## config.mk

```make
export PLATFORM = sky130hd
export DESIGN_NAME = io_bridge_flat
export DESIGN_NICKNAME = d
export VERILOG_FILES = /design/src/rtl/io_map_pkg.sv /design/src/rtl/io_bridge_if.sv /design/src/rtl/io_bridge_btn_debounce.sv /design/src/rtl/io_bridge.sv /design/src/flat_wrapper.sv
export SDC_FILE = /design/constraint.sdc
export NUM_CORES = 1
export LEC_CHECK = 0
export CAP_MARGIN = 20
export CORE_ASPECT_RATIO = 1.25
export CORE_UTILIZATION = 60
export CTS_CLUSTER_DIAMETER = 80
export DETAILED_ROUTE_END_ITERATION = 6
export DONT_BUFFER_PORTS = 1
export GPL_TIMING_DRIVEN = 0
export PLACE_DENSITY = 0.8
export SETUP_SLACK_MARGIN = 0.2
export SYNTH_ARGS = -nofsm -noshare
export SYNTH_HDL_FRONTEND = slang
export SYNTH_SLANG_ARGS = --single-unit
```

## constraint.sdc

```tcl
create_clock -name clk -period 24.5 [get_ports clk]
set_input_delay 4.9 -clock clk [delete_from_list [all_inputs] [get_ports clk]]
set_output_delay 4.9 -clock clk [all_outputs]
set_load 0.01 [all_outputs]
```

## src/rtl/io_map_pkg.sv

```systemverilog
// Address map shared by the IO bridge and its sub-blocks: peripheral offsets,
// the default peripheral base and a helper for offsets that accept stores.
package io_map_pkg;

   localparam logic [31:0] IO_BASE_DEFAULT = 32'hFFFF_F000;

   localparam logic [11:0] OFF_DIG = 12'h000;
   localparam logic [11:0] OFF_LED = 12'h060;
   localparam logic [11:0] OFF_SW  = 12'h070;
   localparam logic [11:0] OFF_BTN = 12'h078;
   localparam logic [11:0] OFF_ERR = 12'h07C;

   // Only the digit tube and the LEDs are writable; every other offset is an error.
   function automatic logic is_wr_mapped(input logic [11:0] off);
      return (off == OFF_DIG) || (off == OFF_LED);
   endfunction

endpackage

```

## src/rtl/io_bridge_if.sv

```systemverilog
// CPU data-port, DRAM and peripheral write bus bundled for the IO bridge.
// The master side is the CPU/board environment, the slave side is the bridge.
interface io_bridge_if;
   logic [31:0] cpu_addr;
   logic        cpu_wen;
   logic        cpu_ren;
   logic [31:0] cpu_wdata;
   logic [31:0] cpu_rdata;
   logic        dram_we;
   logic [31:0] dram_rdata;
   logic [11:0] io_addr;
   logic        io_wen;
   logic [31:0] io_wdata;

   modport master (
      output cpu_addr, cpu_wen, cpu_ren, cpu_wdata, dram_rdata,
      input  cpu_rdata, dram_we, io_addr, io_wen, io_wdata
   );

   modport slave (
      input  cpu_addr, cpu_wen, cpu_ren, cpu_wdata, dram_rdata,
      output cpu_rdata, dram_we, io_addr, io_wen, io_wdata
   );
endinterface

```

## src/rtl/io_bridge_btn_debounce.sv

```systemverilog
// One button: two-flop synchroniser followed by a stable-count debouncer.
// The accepted state only flips after the synced level differs for DEBOUNCE_CYCLES cycles.
module btn_debounce #(
   parameter logic [19:0] DEBOUNCE_CYCLES = 20'd200000
) (
   input  logic clk,
   input  logic rst,
   input  logic btn_raw,
   output logic btn_state
);

   localparam logic [19:0] LAST_COUNT = DEBOUNCE_CYCLES - 20'd1;

   logic        sync1, sync2;
   logic        state_q;
   logic [19:0] cnt_q;

   always_ff @(posedge clk or posedge rst) begin
      if (rst) begin
         sync1 <= 1'b0;
         sync2 <= 1'b0;
      end else begin
         sync1 <= btn_raw;
         sync2 <= sync1;
      end
   end

   // Any return to the accepted level restarts the count, so short glitches never land.
   always_ff @(posedge clk or posedge rst) begin
      if (rst) begin
         state_q <= 1'b0;
         cnt_q   <= 20'd0;
      end else if (sync2 == state_q) begin
         cnt_q <= 20'd0;
      end else if (cnt_q == LAST_COUNT) begin
         state_q <= ~state_q;
         cnt_q   <= 20'd0;
      end else begin
         cnt_q <= cnt_q + 20'd1;
      end
   end

   assign btn_state = state_q;

endmodule

```

## src/rtl/io_bridge.sv

```systemverilog
// Splits CPU loads/stores between DRAM and the peripheral region, registers
// peripheral writes, and returns every load with a fixed one-cycle latency.
module io_bridge
   import io_map_pkg::*;
#(
   parameter logic [31:0] IO_BASE         = IO_BASE_DEFAULT,
   parameter logic [19:0] DEBOUNCE_CYCLES = 20'd200000,
   parameter int          SW_W            = 24,
   parameter int          BTN_W           = 5
) (
   input  logic             clk,
   input  logic             rst,
   io_bridge_if.slave       bus,
   input  logic [SW_W-1:0]  sw_in,
   input  logic [BTN_W-1:0] btn_in
);

   logic             is_io;
   logic [11:0]      off;
   logic             io_store;
   logic             io_wen_q;
   logic [11:0]      io_addr_q;
   logic [31:0]      io_wdata_q;
   logic [23:0]      led_q;
   logic [31:0]      dig_q;
   logic [7:0]       err_cnt;
   logic             sel_io;
   logic [31:0]      io_rdata_q;
   logic [31:0]      rd_map;
   logic [SW_W-1:0]  sw_meta, sw_sync;
   logic [BTN_W-1:0] btn_db;

   assign is_io    = (bus.cpu_addr[31:12] == IO_BASE[31:12]);
   assign off      = bus.cpu_addr[11:0];
   assign io_store = bus.cpu_wen & is_io;

   assign bus.dram_we = bus.cpu_wen & ~is_io;

   // Peripheral write bus lags the store by one cycle; address/data hold between stores.
   always_ff @(posedge clk or posedge rst) begin
      if (rst) begin
         io_wen_q   <= 1'b0;
         io_addr_q  <= 12'h000;
         io_wdata_q <= 32'h0;
      end else begin
         io_wen_q <= io_store & is_wr_mapped(off);
         if (io_store) begin
            io_addr_q  <= off;
            io_wdata_q <= bus.cpu_wdata;
         end
      end
   end

   always_ff @(posedge clk or posedge rst) begin
      if (rst) begin
         led_q   <= 24'h0;
         dig_q   <= 32'h0;
         err_cnt <= 8'h00;
      end else if (io_store) begin
         if (off == OFF_LED)
            led_q <= bus.cpu_wdata[23:0];
         else if (off == OFF_DIG)
            dig_q <= bus.cpu_wdata;
         else if (err_cnt != 8'hFF)
            err_cnt <= err_cnt + 8'd1;
      end
   end

   always_comb begin
      rd_map = 32'h0;
      case (off)
         OFF_SW:  rd_map = 32'(sw_sync);
         OFF_BTN: rd_map = 32'(btn_db);
         OFF_ERR: rd_map = {24'h0, err_cnt};
         OFF_LED: rd_map = {8'h0, led_q};
         OFF_DIG: rd_map = dig_q;
         default: rd_map = 32'h0;
      endcase
   end

   // Sampling the map on the same edge as a store gives read-before-write for free.
   always_ff @(posedge clk or posedge rst) begin
      if (rst) begin
         sel_io     <= 1'b0;
         io_rdata_q <= 32'h0;
      end else if (bus.cpu_ren) begin
         sel_io     <= is_io;
         io_rdata_q <= rd_map;
      end
   end

   always_ff @(posedge clk or posedge rst) begin
      if (rst) begin
         sw_meta <= '0;
         sw_sync <= '0;
      end else begin
         sw_meta <= sw_in;
         sw_sync <= sw_meta;
      end
   end

   for (genvar b = 0; b < BTN_W; b++) begin : g_btn
      btn_debounce #(
         .DEBOUNCE_CYCLES(DEBOUNCE_CYCLES)
      ) u_btn (
         .clk      (clk),
         .rst      (rst),
         .btn_raw  (btn_in[b]),
         .btn_state(btn_db[b])
      );
   end

   assign bus.cpu_rdata = sel_io ? io_rdata_q : bus.dram_rdata;
   assign bus.io_wen    = io_wen_q;
   assign bus.io_addr   = io_addr_q;
   assign bus.io_wdata  = io_wdata_q;

endmodule

```

## src/flat_wrapper.sv

```systemverilog
// flat-port wrapper written by rule: the top's interface ports become plain ports
module io_bridge_flat import io_map_pkg::*;
#(
   parameter logic [31:0] IO_BASE         = IO_BASE_DEFAULT,
   parameter logic [19:0] DEBOUNCE_CYCLES = 20'd200000,
   parameter int          SW_W            = 24,
   parameter int          BTN_W           = 5
)
  (clk, rst, sw_in, btn_in, bus_cpu_addr, bus_cpu_wen, bus_cpu_ren, bus_cpu_wdata, bus_dram_rdata, bus_cpu_rdata, bus_dram_we, bus_io_addr, bus_io_wen, bus_io_wdata);
  io_bridge_if bus_i ();
  input  logic clk;
  input  logic rst;
  input  logic [SW_W-1:0] sw_in;
  input  logic [BTN_W-1:0] btn_in;
  input wire logic [$bits(bus_i.cpu_addr)-1:0] bus_cpu_addr;
  input wire logic [$bits(bus_i.cpu_wen)-1:0] bus_cpu_wen;
  input wire logic [$bits(bus_i.cpu_ren)-1:0] bus_cpu_ren;
  input wire logic [$bits(bus_i.cpu_wdata)-1:0] bus_cpu_wdata;
  input wire logic [$bits(bus_i.dram_rdata)-1:0] bus_dram_rdata;
  output wire logic [$bits(bus_i.cpu_rdata)-1:0] bus_cpu_rdata;
  output wire logic [$bits(bus_i.dram_we)-1:0] bus_dram_we;
  output wire logic [$bits(bus_i.io_addr)-1:0] bus_io_addr;
  output wire logic [$bits(bus_i.io_wen)-1:0] bus_io_wen;
  output wire logic [$bits(bus_i.io_wdata)-1:0] bus_io_wdata;
  assign bus_i.cpu_addr = bus_cpu_addr;
  assign bus_i.cpu_wen = bus_cpu_wen;
  assign bus_i.cpu_ren = bus_cpu_ren;
  assign bus_i.cpu_wdata = bus_cpu_wdata;
  assign bus_i.dram_rdata = bus_dram_rdata;
  assign bus_cpu_rdata = bus_i.cpu_rdata;
  assign bus_dram_we = bus_i.dram_we;
  assign bus_io_addr = bus_i.io_addr;
  assign bus_io_wen = bus_i.io_wen;
  assign bus_io_wdata = bus_i.io_wdata;
  io_bridge #(.IO_BASE(IO_BASE), .DEBOUNCE_CYCLES(DEBOUNCE_CYCLES), .SW_W(SW_W), .BTN_W(BTN_W)) u_core (.clk(clk), .rst(rst), .bus(bus_i), .sw_in(sw_in), .btn_in(btn_in));
endmodule
```

==> flow_metrics.env, run 1 <==
export IMPL_clock_sinks=305
export IMPL_synth_fp_nets=1226
export IMPL_tightest_slew_ps=866
export IMPL_hold_viol=0
export IMPL_dr_pass1_iters=5
export IMPL_min_to="u_core.sw_sync[1]$_DFF_PP0_"
export IMPL_clock_root_buffer="clkbuf_16"
export IMPL_ys_seq_elements=305
export IMPL_synth_main_ff_cell="dfrtp_1"
export IMPL_grt_pass1_wl_um=46900
export IMPL_dieArea_mm2=0.0225
export IMPL_area_growth_pct=11.7
export IMPL_rsz0062_at_grt="no"
export IMPL_drcViolationCount=0
export IMPL_grt_pass1_vias=9074
export IMPL_switchingPower_w=0.000222
export IMPL_clockPowerShare_pct=48.4
export IMPL_path_clk_slew_ps=60
export IMPL_setup_viol=0
export IMPL_grt_total_usage_pct=26.5
export IMPL_post_synth_top_count_cell="dfrtp_1"
export IMPL_synth_edff_count=0
export IMPL_die_y_um=168
export IMPL_grt_max_degree=134
export IMPL_synth_warning_count=0
export IMPL_finalCriticalPeriod_ps=10850
export IMPL_fmax_mhz=92.2
export IMPL_clock_skew_ps=9.33
export IMPL_row_count=60
export IMPL_post_cts_resized=0
export IMPL_synth_avg_cell_area_um2=12.1
export IMPL_fin_crit_sh_pct=44.3
export IMPL_drive_above_1_share_pct=19.9
export IMPL_reg2reg_depth=7
export IMPL_port_buffers=0
export IMPL_wl_per_cell_um=20.4
export IMPL_static_leakage_power_nw=6.41
export IMPL_numCtsBuffers=30
export IMPL_antenna_found_initial=2
export IMPL_switching_share_pct=21.0
export IMPL_final_setup_tns_ps=0
export IMPL_min_path_cells=0
export IMPL_placed_cells=1372
export IMPL_synth_top_area_cell="dfrtp_1"
export IMPL_synthCells=1091
export IMPL_worstPathRequired_ps=19600
export IMPL_synth_area_top_cells="dfrtp_1 58%, mux2_2 11%, xor2_1 2.9%, nor2_1 2.2%, nand2_1 2.1%"
export IMPL_hpwl_um=20100
export IMPL_synthTopCellsByCount="305 x dfrtp_1, 134 x mux2_2, 76 x nor2_1"
export IMPL_r2r_setup_slack_ps=22010
export IMPL_rr_endpoint="u_core.g_btn[2].u_btn.cnt_q[9]$_DFF_PP0_"
export IMPL_status="finished clean"
export IMPL_via_count=8807
export IMPL_overflow=0
export IMPL_syn_area_mm2=0.0131
export IMPL_intPower_w=0.000836
export IMPL_die_w_um=134
export IMPL_routed_via_density=6.16
export IMPL_reg2reg_from="u_core.g_btn[2].u_btn.cnt_q[0]$_DFF_PP0_"
export IMPL_min_path_type="flip-flop to flip-flop"
export IMPL_postCtsSetupRepairBufs=0
export IMPL_ys_async_sr_fraction_pct=100
export IMPL_antenna_left=0
export IMPL_drt_wl_total_um=29200
export IMPL_utilization_pct=68.2
export IMPL_routabilityCongestion=0.837
export IMPL_core_mm2=0.0215
export IMPL_ys_seq_area_share_pct=58.1
export IMPL_synth_top_area_share_pct=58.1
export IMPL_max_slew_margin_pct=41.8
export IMPL_insertion_delay_ps=550
export IMPL_drt_iter0_drc=487
export IMPL_maxCapViolCount=0
export IMPL_ios=207
export IMPL_cp_arrival_ps=5950
export IMPL_ir_worst_vdd_v=0.0000689
export IMPL_ys_types=48
export IMPL_htree_levels=1
export IMPL_finalMaxSlewViolations=0
export IMPL_holdBufCountCts=0
export IMPL_worstHoldStart="u_core.sw_meta[1]$_DFF_PP0_"
export IMPL_comb_power_share_pct=2.9
export IMPL_start_util_pct=61.0
export IMPL_fin_nets=1260
export IMPL_p_seq_share_pct=48.6
export IMPL_crit_fanout=10
export IMPL_cts_max_path_buffers=3
export IMPL_fin_cells=1430
export IMPL_cts_tree="built"
export IMPL_power_density_mw_per_mm2=72.0
export IMPL_crit_type="input port to primary output"
export IMPL_crit_path_start_kind="input port"
export IMPL_crit_path_end_kind="primary output"
[cell families after synthesis]
| logic type | after synthesis | synth area share (%) |
|---|---|---|
| xor+xnor | 70 | 4.66 |
| buf+inv | 66 | 2.17 |
| fa+ha+maj | 6 | 0.571 |
| flops | 305 | 58.1 |
| mux | 145 | 12.4 |
| compound gates | 148 | 7.82 |
| simple gates | 351 | 14.4 |
[layout make-up]
| cell class | instances | area, um^2 |
|---|---|---|
| flip-flops and latches | 305 | 7630 |
| fillers | 1574 | 6860 |
| multi-input cells | 720 | 5230 |
| clock buffers | 38 | 842 |
| well taps | 279 | 349 |
| clock inverters | 18 | 282 |
| plain buffers | 48 | 218 |
| inverters | 18 | 75.1 |
| repair buffers | 2 | 55.1 |
| diodes | 2 | 5.00 |
[cell usage in the layout (no fill, tap or decap), drive strengths merged, types with 10 or more instances in the layout]
| cell type | netlist | routed |
|---|---|---|
| buf | 17 | 19 |
| o211ai | 17 | 17 |
| nand2 | 75 | 75 |
| a21oi | 32 | 32 |
| o21ai | 25 | 25 |
| clkbuf | 31 | 69 |
| or4 | 23 | 23 |
| or3 | 22 | 22 |
| dfrtp | 305 | 305 |
| xor2 | 43 | 43 |
| xnor2 | 27 | 27 |
| nor4 | 22 | 22 |
| o31ai | 19 | 19 |
| nor3 | 16 | 16 |
| a22oi | 25 | 25 |
| nand4 | 38 | 38 |
| inv | 18 | 19 |
| and4 | 13 | 13 |
| nor2 | 78 | 78 |
| mux2 | 140 | 140 |
| nand3 | 36 | 36 |
| and2 | 10 | 10 |
[stage by stage]
stage                     cell area [um^2]  hold slack, ps  worst slack (ps)  total power (W)
final                                14700             342             13650          0.00106
after global routing                 14700             352             13510          0.00109
after CTS                            14700             339             13630          0.00107
after detailed placement             13600             335             13640         0.000555
after global placement               13500             333              8280         0.000554
after floorplan                      13100             331             11170         0.000546
[power by group through the flow]
stage	Sequential [W]	Combinational, W	Clock, W
6_report	0.000515	0.0000309	0.000512
5_1_grt	0.000515	0.0000348	0.000541
4_1_cts	0.000514	0.0000317	0.000520
3_5_place_dp	0.000524	0.0000315	0
3_3_place_gp	0.000524	0.0000298	0
2_1_floorplan	0.000523	0.0000230	0
[state kept, by name, indices dropped and copies added, names as in the netlist]
| name | flops |
|---|---|
| u_core.bus.io_wen | 1 |
| u_core.sw_sync | 24 |
| u_core.sel_io | 1 |
| u_core.dig_q | 32 |
| u_core.g_btn.u_btn.sync2 | 5 |
| u_core.bus.io_addr | 12 |
| u_core.sw_meta | 24 |
| u_core.bus.io_wdata | 32 |
| u_core.g_btn.u_btn.sync1 | 5 |
| u_core.g_btn.u_btn.cnt_q | 100 |
| u_core.led_q | 24 |
| u_core.g_btn.u_btn.btn_state | 5 |
| u_core.io_rdata_q | 32 |
| u_core.err_cnt | 8 |
[routing by layer]
layer | vias to the layer above | part of all wire (%) | track usage (%)
met5 | - | 0 | 0
met4 | 0 | 2.4 | 8.16
met3 | 54 | 6.4 | 4.48
met2 | 280 | 52 | 46.7
met1 | 4436 | 39 | 33.3
li1 | 4037 | - | -
[critical path: stages]
cell and delay, ps:
nand4_1 70, or3_1 350, buf_2 200, nor3_1 290, nor2_1 140
[worst max path at each step]
stage / from / end / cells after the start
final: bus_cpu_addr[30] / bus_dram_we / 5
after global routing: bus_cpu_addr[30] / bus_dram_we / 5
after CTS: bus_cpu_addr[30] / bus_dram_we / 5
after detailed placement: bus_cpu_addr[30] / bus_dram_we / 5
after global placement: rst / u_core.io_rdata_q[30]$_DFFE_PP0P_ / 1
after floorplan: rst / u_core.bus.io_addr[0]$_DFFE_PP0N_ / 1
Note: power is estimated with default switching activity, not from simulation.
==> inputs of run 2 (changes only) <==
==> constraint.sdc (replaced) <==
create_clock -name clk -period 10.2 [get_ports clk]
set_input_delay 2.04 -clock clk [delete_from_list [all_inputs] [get_ports clk]]
set_output_delay 2.04 -clock clk [all_outputs]
set_load 0.01 [all_outputs]
==> run 2 against run 1 <==
Count of clock-buffer cells in the layout increased by 2. Global-route usage about the same. Die area did not move. Clock skew is 1.4 ps higher. Setup slack got worse by 8700 ps. Largest power group unchanged. Clock power up 130%. Via count is 0.41% higher.
==> flow_metrics.env, run 2 (synthesis gave the netlist of run 1 again) <==
export IMPL_dr_pass1_iters=5
export IMPL_worstPathRequired_ps=8160
export IMPL_maxCapViolCount=0
export IMPL_grt_max_degree=45
export IMPL_fin_nets=1265
export IMPL_routabilityCongestion=0.849
export IMPL_fmax_mhz=191
export IMPL_die_w_um=134
export IMPL_cp_slowest_cell="nor3_1"
export IMPL_grt_pass1_vias=9141
export IMPL_clock_skew_ps=10.7
export IMPL_cp_slowest_stage_delay_ps=370
export IMPL_antenna_left=0
export IMPL_static_leakage_power_nw=6.41
export IMPL_hpwl_um=20500
export IMPL_drt_wl_total_um=29300
export IMPL_reg2reg_from="u_core.g_btn[2].u_btn.cnt_q[0]$_DFF_PP0_"
export IMPL_min_to="u_core.g_btn[4].u_btn.sync2$_DFF_PP0_"
export IMPL_switchingPower_w=0.000530
export IMPL_wl_per_cell_um=20.5
export IMPL_overflow=0
export IMPL_layout_commonest_cell="dfrtp_1"
export IMPL_reg2reg_depth=7
export IMPL_crit_path_start_kind="input port"
export IMPL_intPower_w=0.00196
export IMPL_rsz0062_at_grt="no"
export IMPL_startpoint="bus_cpu_addr[30]"
export IMPL_cp_arrival_ps=3200
export IMPL_htree_levels=1
export IMPL_post_cts_resized=0
export IMPL_regMostFlops="u_core.g_btn.u_btn.cnt_q"
export IMPL_finalMaxSlewViolations=0
export IMPL_clock_sinks=305
export IMPL_layout_common_cells="305 x dfrtp_1, 134 x mux2_2, 76 x nor2_1, 75 x nand2_1, 43 x xor2_1"
export IMPL_crit_type="input port to primary output"
export IMPL_ios=207
export IMPL_finalCriticalPeriod_ps=5240
export IMPL_r2r_setup_slack_ps=7740
export IMPL_rr_endpoint="u_core.g_btn[2].u_btn.cnt_q[12]$_DFF_PP0_"
export IMPL_start_util_pct=61.0
export IMPL_cts_max_path_buffers=3
export IMPL_cts_tree="built"
export IMPL_grt_pass1_wl_um=46800
export IMPL_path_clk_slew_ps=60
export IMPL_crit_fanout=10
export IMPL_setup_viol=0
export IMPL_largest_register_ffs=100
export IMPL_clock_root_buffer="clkbuf_16"
export IMPL_totalPowerFinal_w=0.00249
export IMPL_crit_path_end_kind="primary output"
export IMPL_core_mm2=0.0215
export IMPL_min_path_type="flip-flop to flip-flop"
export IMPL_routed_via_density=6.17
export IMPL_insertion_delay_ps=560
export IMPL_min_path_cells=0
export IMPL_final_setup_tns_ps=0
export IMPL_port_buffers=0
export IMPL_status="finished clean"
export IMPL_max_slew_margin_pct=32.0
export IMPL_hold_viol=0
export IMPL_crit_chain="nand4_1 -> or3_1 -> buf_2 -> nor3_1 -> nor2_1"
export IMPL_comb_power_share_pct=3.2
export IMPL_p_seq_share_pct=49.7
export IMPL_clockPowerShare_pct=47.1
export IMPL_fin_crit_sh_pct=51.4
export IMPL_grt_total_usage_pct=26.5
export IMPL_holdBufCountCts=0
export IMPL_antenna_found_initial=3
export IMPL_ir_worst_vdd_v=0.000134
export IMPL_postCtsSetupRepairBufs=0
export IMPL_die_y_um=168
export IMPL_tightest_slew_ps=1010
export IMPL_drive_above_1_share_pct=20.1
export IMPL_area_growth_pct=12.0
export IMPL_fillerInstances=1610
export IMPL_drt_iter0_drc=458
export IMPL_dieArea_mm2=0.0225
export IMPL_row_count=60
export IMPL_numCtsBuffers=29
export IMPL_via_count=8843
export IMPL_power_density_mw_per_mm2=169
export IMPL_switching_share_pct=21.3
export IMPL_worstHoldStart="u_core.g_btn[4].u_btn.sync1$_DFF_PP0_"
export IMPL_drcViolationCount=0
## run 2: area by class of cell
class,instances,area (um^2),area share (%)
antenna,3,7.51,0.0510
buffer,48,218,1.48
clock buffer,40,847,5.75
clock inverter,13,208,1.41
inverter,18,71.3,0.484
multi-input combinational,720,5230,35.5
sequential,305,7630,51.8
tap,279,349,2.37
timing repair buffer,8,160,1.09
## run 2: worst max-delay path: cells and delay by family
family                 cells  cell delay [ps]
AND/OR/NAND/NOR            4              960
buffers and inverters      1              200
## run 2: how the worst max path moves through the flow
stage	end	slack, ps	cells after the start
3_3_place_gp	u_core.bus.io_wdata[18]$_DFFE_PP0N_	2660	1
4_1_cts	bus_dram_we	4930	5
5_1_grt	bus_dram_we	4900	5
2_1_floorplan	u_core.bus.io_addr[0]$_DFFE_PP0N_	4100	1
6_report	bus_dram_we	4960	5
3_5_place_dp	bus_dram_we	4930	5
## run 2: stage by stage
step                hold WS, ps  util [%]  std cells  setup WS (ps)  area, um^2
global placement            332      62.7       1370           2660       13500
detailed placement          335      63.4       1378           4930       13700
finish                      348      68.3       1434           4960       14700
floorplan                   331         -       1091           4100       13200
global route                351      68.3       1432           4900       14700
CTS                         346      68.3       1431           4930       14700
## run 2: power groups by stage
stage	sequential, W	clock, W	combinational, W
3_5_place_dp	0.00126	0	0.0000803
4_1_cts	0.00124	0.00119	0.0000811
3_3_place_gp	0.00126	0	0.0000718
5_1_grt	0.00124	0.00123	0.0000892
6_report	0.00124	0.00117	0.0000793
2_1_floorplan	0.00126	0	0.0000555
## run 2: routing by layer
| metal | up-vias | track usage [%] | routed length (um) |
|---|---|---|---|
| li1 | 4046 | - | - |
| met1 | 4449 | 33.1 | 11600 |
| met2 | 291 | 45.6 | 15000 |
| met3 | 57 | 5.39 | 1940 |
| met4 | 0 | 9.62 | 832 |
| met5 | - | 0 | 0 |
==> inputs of run 3 (changes only) <==
--- a/config.mk
+++ b/config.mk
@@ -7,12 +7,12 @@
 export LEC_CHECK = 0
 export CAP_MARGIN = 20
 export CORE_ASPECT_RATIO = 1.25
-export CORE_UTILIZATION = 60
+export CORE_UTILIZATION = 57
 export CTS_CLUSTER_DIAMETER = 80
 export DETAILED_ROUTE_END_ITERATION = 6
 export DONT_BUFFER_PORTS = 1
 export GPL_TIMING_DRIVEN = 0
-export PLACE_DENSITY = 0.8
+export PLACE_DENSITY = 0.79
 export SETUP_SLACK_MARGIN = 0.2
 export SYNTH_ARGS = -nofsm -noshare
 export SYNTH_HDL_FRONTEND = slang
==> constraint.sdc (replaced) <==
create_clock -name clk -period 4.6 [get_ports clk]
set_input_delay 0.92 -clock clk [delete_from_list [all_inputs] [get_ports clk]]
set_output_delay 0.92 -clock clk [all_outputs]
set_load 0.01 [all_outputs]
==> run 3 against run 2 <==
Worst hold slack lost 15 ps. Register-to-register slack lost 5700 ps. Global-route usage shrank 1.2 points. Die area grew 5.2%. Sequential power grew 120%. First-iteration DRC count grew 15%. Setup slack lost 3700 ps. Via count grew 0.31%. Flip-flop and latch count is the same. Combinational power grew 120%. Largest cell class unchanged. Largest power group unchanged.
==> flow_metrics.env, run 3 (synthesis gave the netlist of run 1 again) <==
export IMPL_drcViolationCount=0
export IMPL_crit_path_end_kind="primary output"
export IMPL_drt_wl_total_um=29400
export IMPL_dr_pass1_iters=5
export IMPL_r2r_setup_slack_ps=2090
export IMPL_finalMaxSlewViolations=0
export IMPL_crit_path_start_kind="flip-flop"
export IMPL_ios=207
export IMPL_placed_area_mm2=0.0137
export IMPL_insertion_delay_ps=550
export IMPL_fin_cells=1438
export IMPL_cts_max_path_buffers=3
export IMPL_clock_skew_ps=11.1
export IMPL_static_leakage_power_nw=6.42
export IMPL_drive_above_1_share_pct=19.7
export IMPL_ir_worst_vdd_v=0.000323
export IMPL_holdWs_ps=333
export IMPL_fillerInstances=1671
export IMPL_maxCapViolCount=0
export IMPL_fmax_mhz=299
export IMPL_clock_sinks=305
export IMPL_hpwl_um=20500
export IMPL_rsz0062_at_grt="no"
export IMPL_fin_area_mm2=0.0147
export IMPL_start_util_pct=58.6
export IMPL_routed_via_density=6.17
export IMPL_status="finished clean"
export IMPL_numCtsBuffers=30
export IMPL_cp_arrival_ps=2430
export IMPL_power_density_mw_per_mm2=377
export IMPL_layout_common_cells="305 x dfrtp_1, 134 x mux2_2, 76 x nor2_1, 75 x nand2_1, 43 x xor2_1"
export IMPL_htree_levels=1
export IMPL_path_clk_slew_ps=60
export IMPL_fin_nets=1266
export IMPL_totalPowerFinal_w=0.00556
export IMPL_die_w_um=138
export IMPL_antenna_found_initial=3
export IMPL_overflow=0
export IMPL_port_buffers=0
export IMPL_grt_total_usage_pct=25.3
export IMPL_grt_max_degree=44
export IMPL_grt_pass1_wl_um=46400
export IMPL_finalCriticalPeriod_ps=3350
export IMPL_crit_type="flip-flop to primary output"
export IMPL_regMostFlops="u_core.g_btn.u_btn.cnt_q"
export IMPL_dp_slack_ps=1020
export IMPL_layout_commonest_cell="dfrtp_1"
export IMPL_routabilityCongestion=0.838
export IMPL_largest_register_ffs=100
export IMPL_min_path_type="input port to async pin"
export IMPL_core_mm2=0.0224
export IMPL_area_growth_pct=12.1
export IMPL_clock_root_buffer="clkbuf_16"
export IMPL_reg2reg_depth=7
export IMPL_dieArea_mm2=0.0237
export IMPL_tightest_slew_ps=1030
export IMPL_crit_fanout=10
export IMPL_placed_cells=1382
export IMPL_fin_crit_sh_pct=72.8
export IMPL_cts_tree="built"
export IMPL_finalWorstSetupSlack_ps=1250
export IMPL_via_count=8870
export IMPL_worstPathRequired_ps=3680
export IMPL_drt_iter0_drc=527
export IMPL_post_cts_resized=0
export IMPL_antenna_left=0
export IMPL_setup_viol=0
export IMPL_holdBufCountCts=0
export IMPL_grt_pass1_vias=8960
export IMPL_max_slew_margin_pct=30.5
export IMPL_hold_viol=0
export IMPL_wl_per_cell_um=20.4
export IMPL_postCtsSetupRepairBufs=0
export IMPL_die_y_um=172
export IMPL_row_count=61
==> run 3: changes by cell type in the layout (fill, tap and decap cells not counted), sizes merged <==
cell      previous run  this run
bufinv               5         6
clkbuf              71        74
clkinvlp             5         1
==> run 3: layer usage <==
| layer | global-route usage (%) | wire length [um] |
|---|---|---|
| met1 | 32.4 | 12300 |
| met2 | 42.6 | 14600 |
| met3 | 4.75 | 1690 |
| met4 | 9.17 | 790 |
| met5 | 0 | 0 |
==> run 3: cell type report <==
| type | instances | area [um^2] | area share, % |
|---|---|---|---|
| clock buffers | 43 | 861 | 5.84 |
| plain buffers | 48 | 218 | 1.48 |
| multi-input cells | 720 | 5230 | 35.5 |
| flip-flops and latches | 305 | 7630 | 51.8 |
| well taps | 283 | 354 | 2.40 |
| diodes | 3 | 7.51 | 0.0509 |
| inverters | 18 | 71.3 | 0.484 |
| clock inverters | 10 | 208 | 1.41 |
| repair buffers | 8 | 160 | 1.09 |
==> run 3: per-stage QoR <==
stage	utilization, %	TNS, ps
floorplan	-	-114980
global placement	60.2	-543630
detailed placement	60.9	0
CTS	65.7	0
global route	65.7	0
finish	65.7	0
==> run 3: final timing paths <==
kind	startpoint	end
hold / removal	rst	u_core.bus.io_addr[5]$_DFFE_PP0N_
min in group clk	u_core.sw_meta[1]$_DFF_PP0_	u_core.sw_sync[1]$_DFF_PP0_
max in group asynchronous	rst	u_core.sw_sync[14]$_DFF_PP0_
setup reg to reg	u_core.g_btn[2].u_btn.cnt_q[0]$_DFF_PP0_	u_core.g_btn[2].u_btn.cnt_q[9]$_DFF_PP0_
setup / recovery	u_core.sel_io$_DFFE_PP0P_	bus_cpu_rdata[5]
hold reg to reg	u_core.sw_meta[1]$_DFF_PP0_	u_core.sw_sync[1]$_DFF_PP0_
==> run 3: worst max-delay path: stages, from the launching register on <==
cell and delay, ps:
dfrtp_1 330, clkbuf_1 350, clkbuf_1 730, mux2_2 480
==> run 3: report_power, final <==
group | total (W) | internal, W | switching, W
Combinational | 0.000176 | 0.0000504 | 0.000126
Sequential | 0.00274 | 0.00272 | 0.0000218
Clock | 0.00264 | 0.00163 | 0.00101
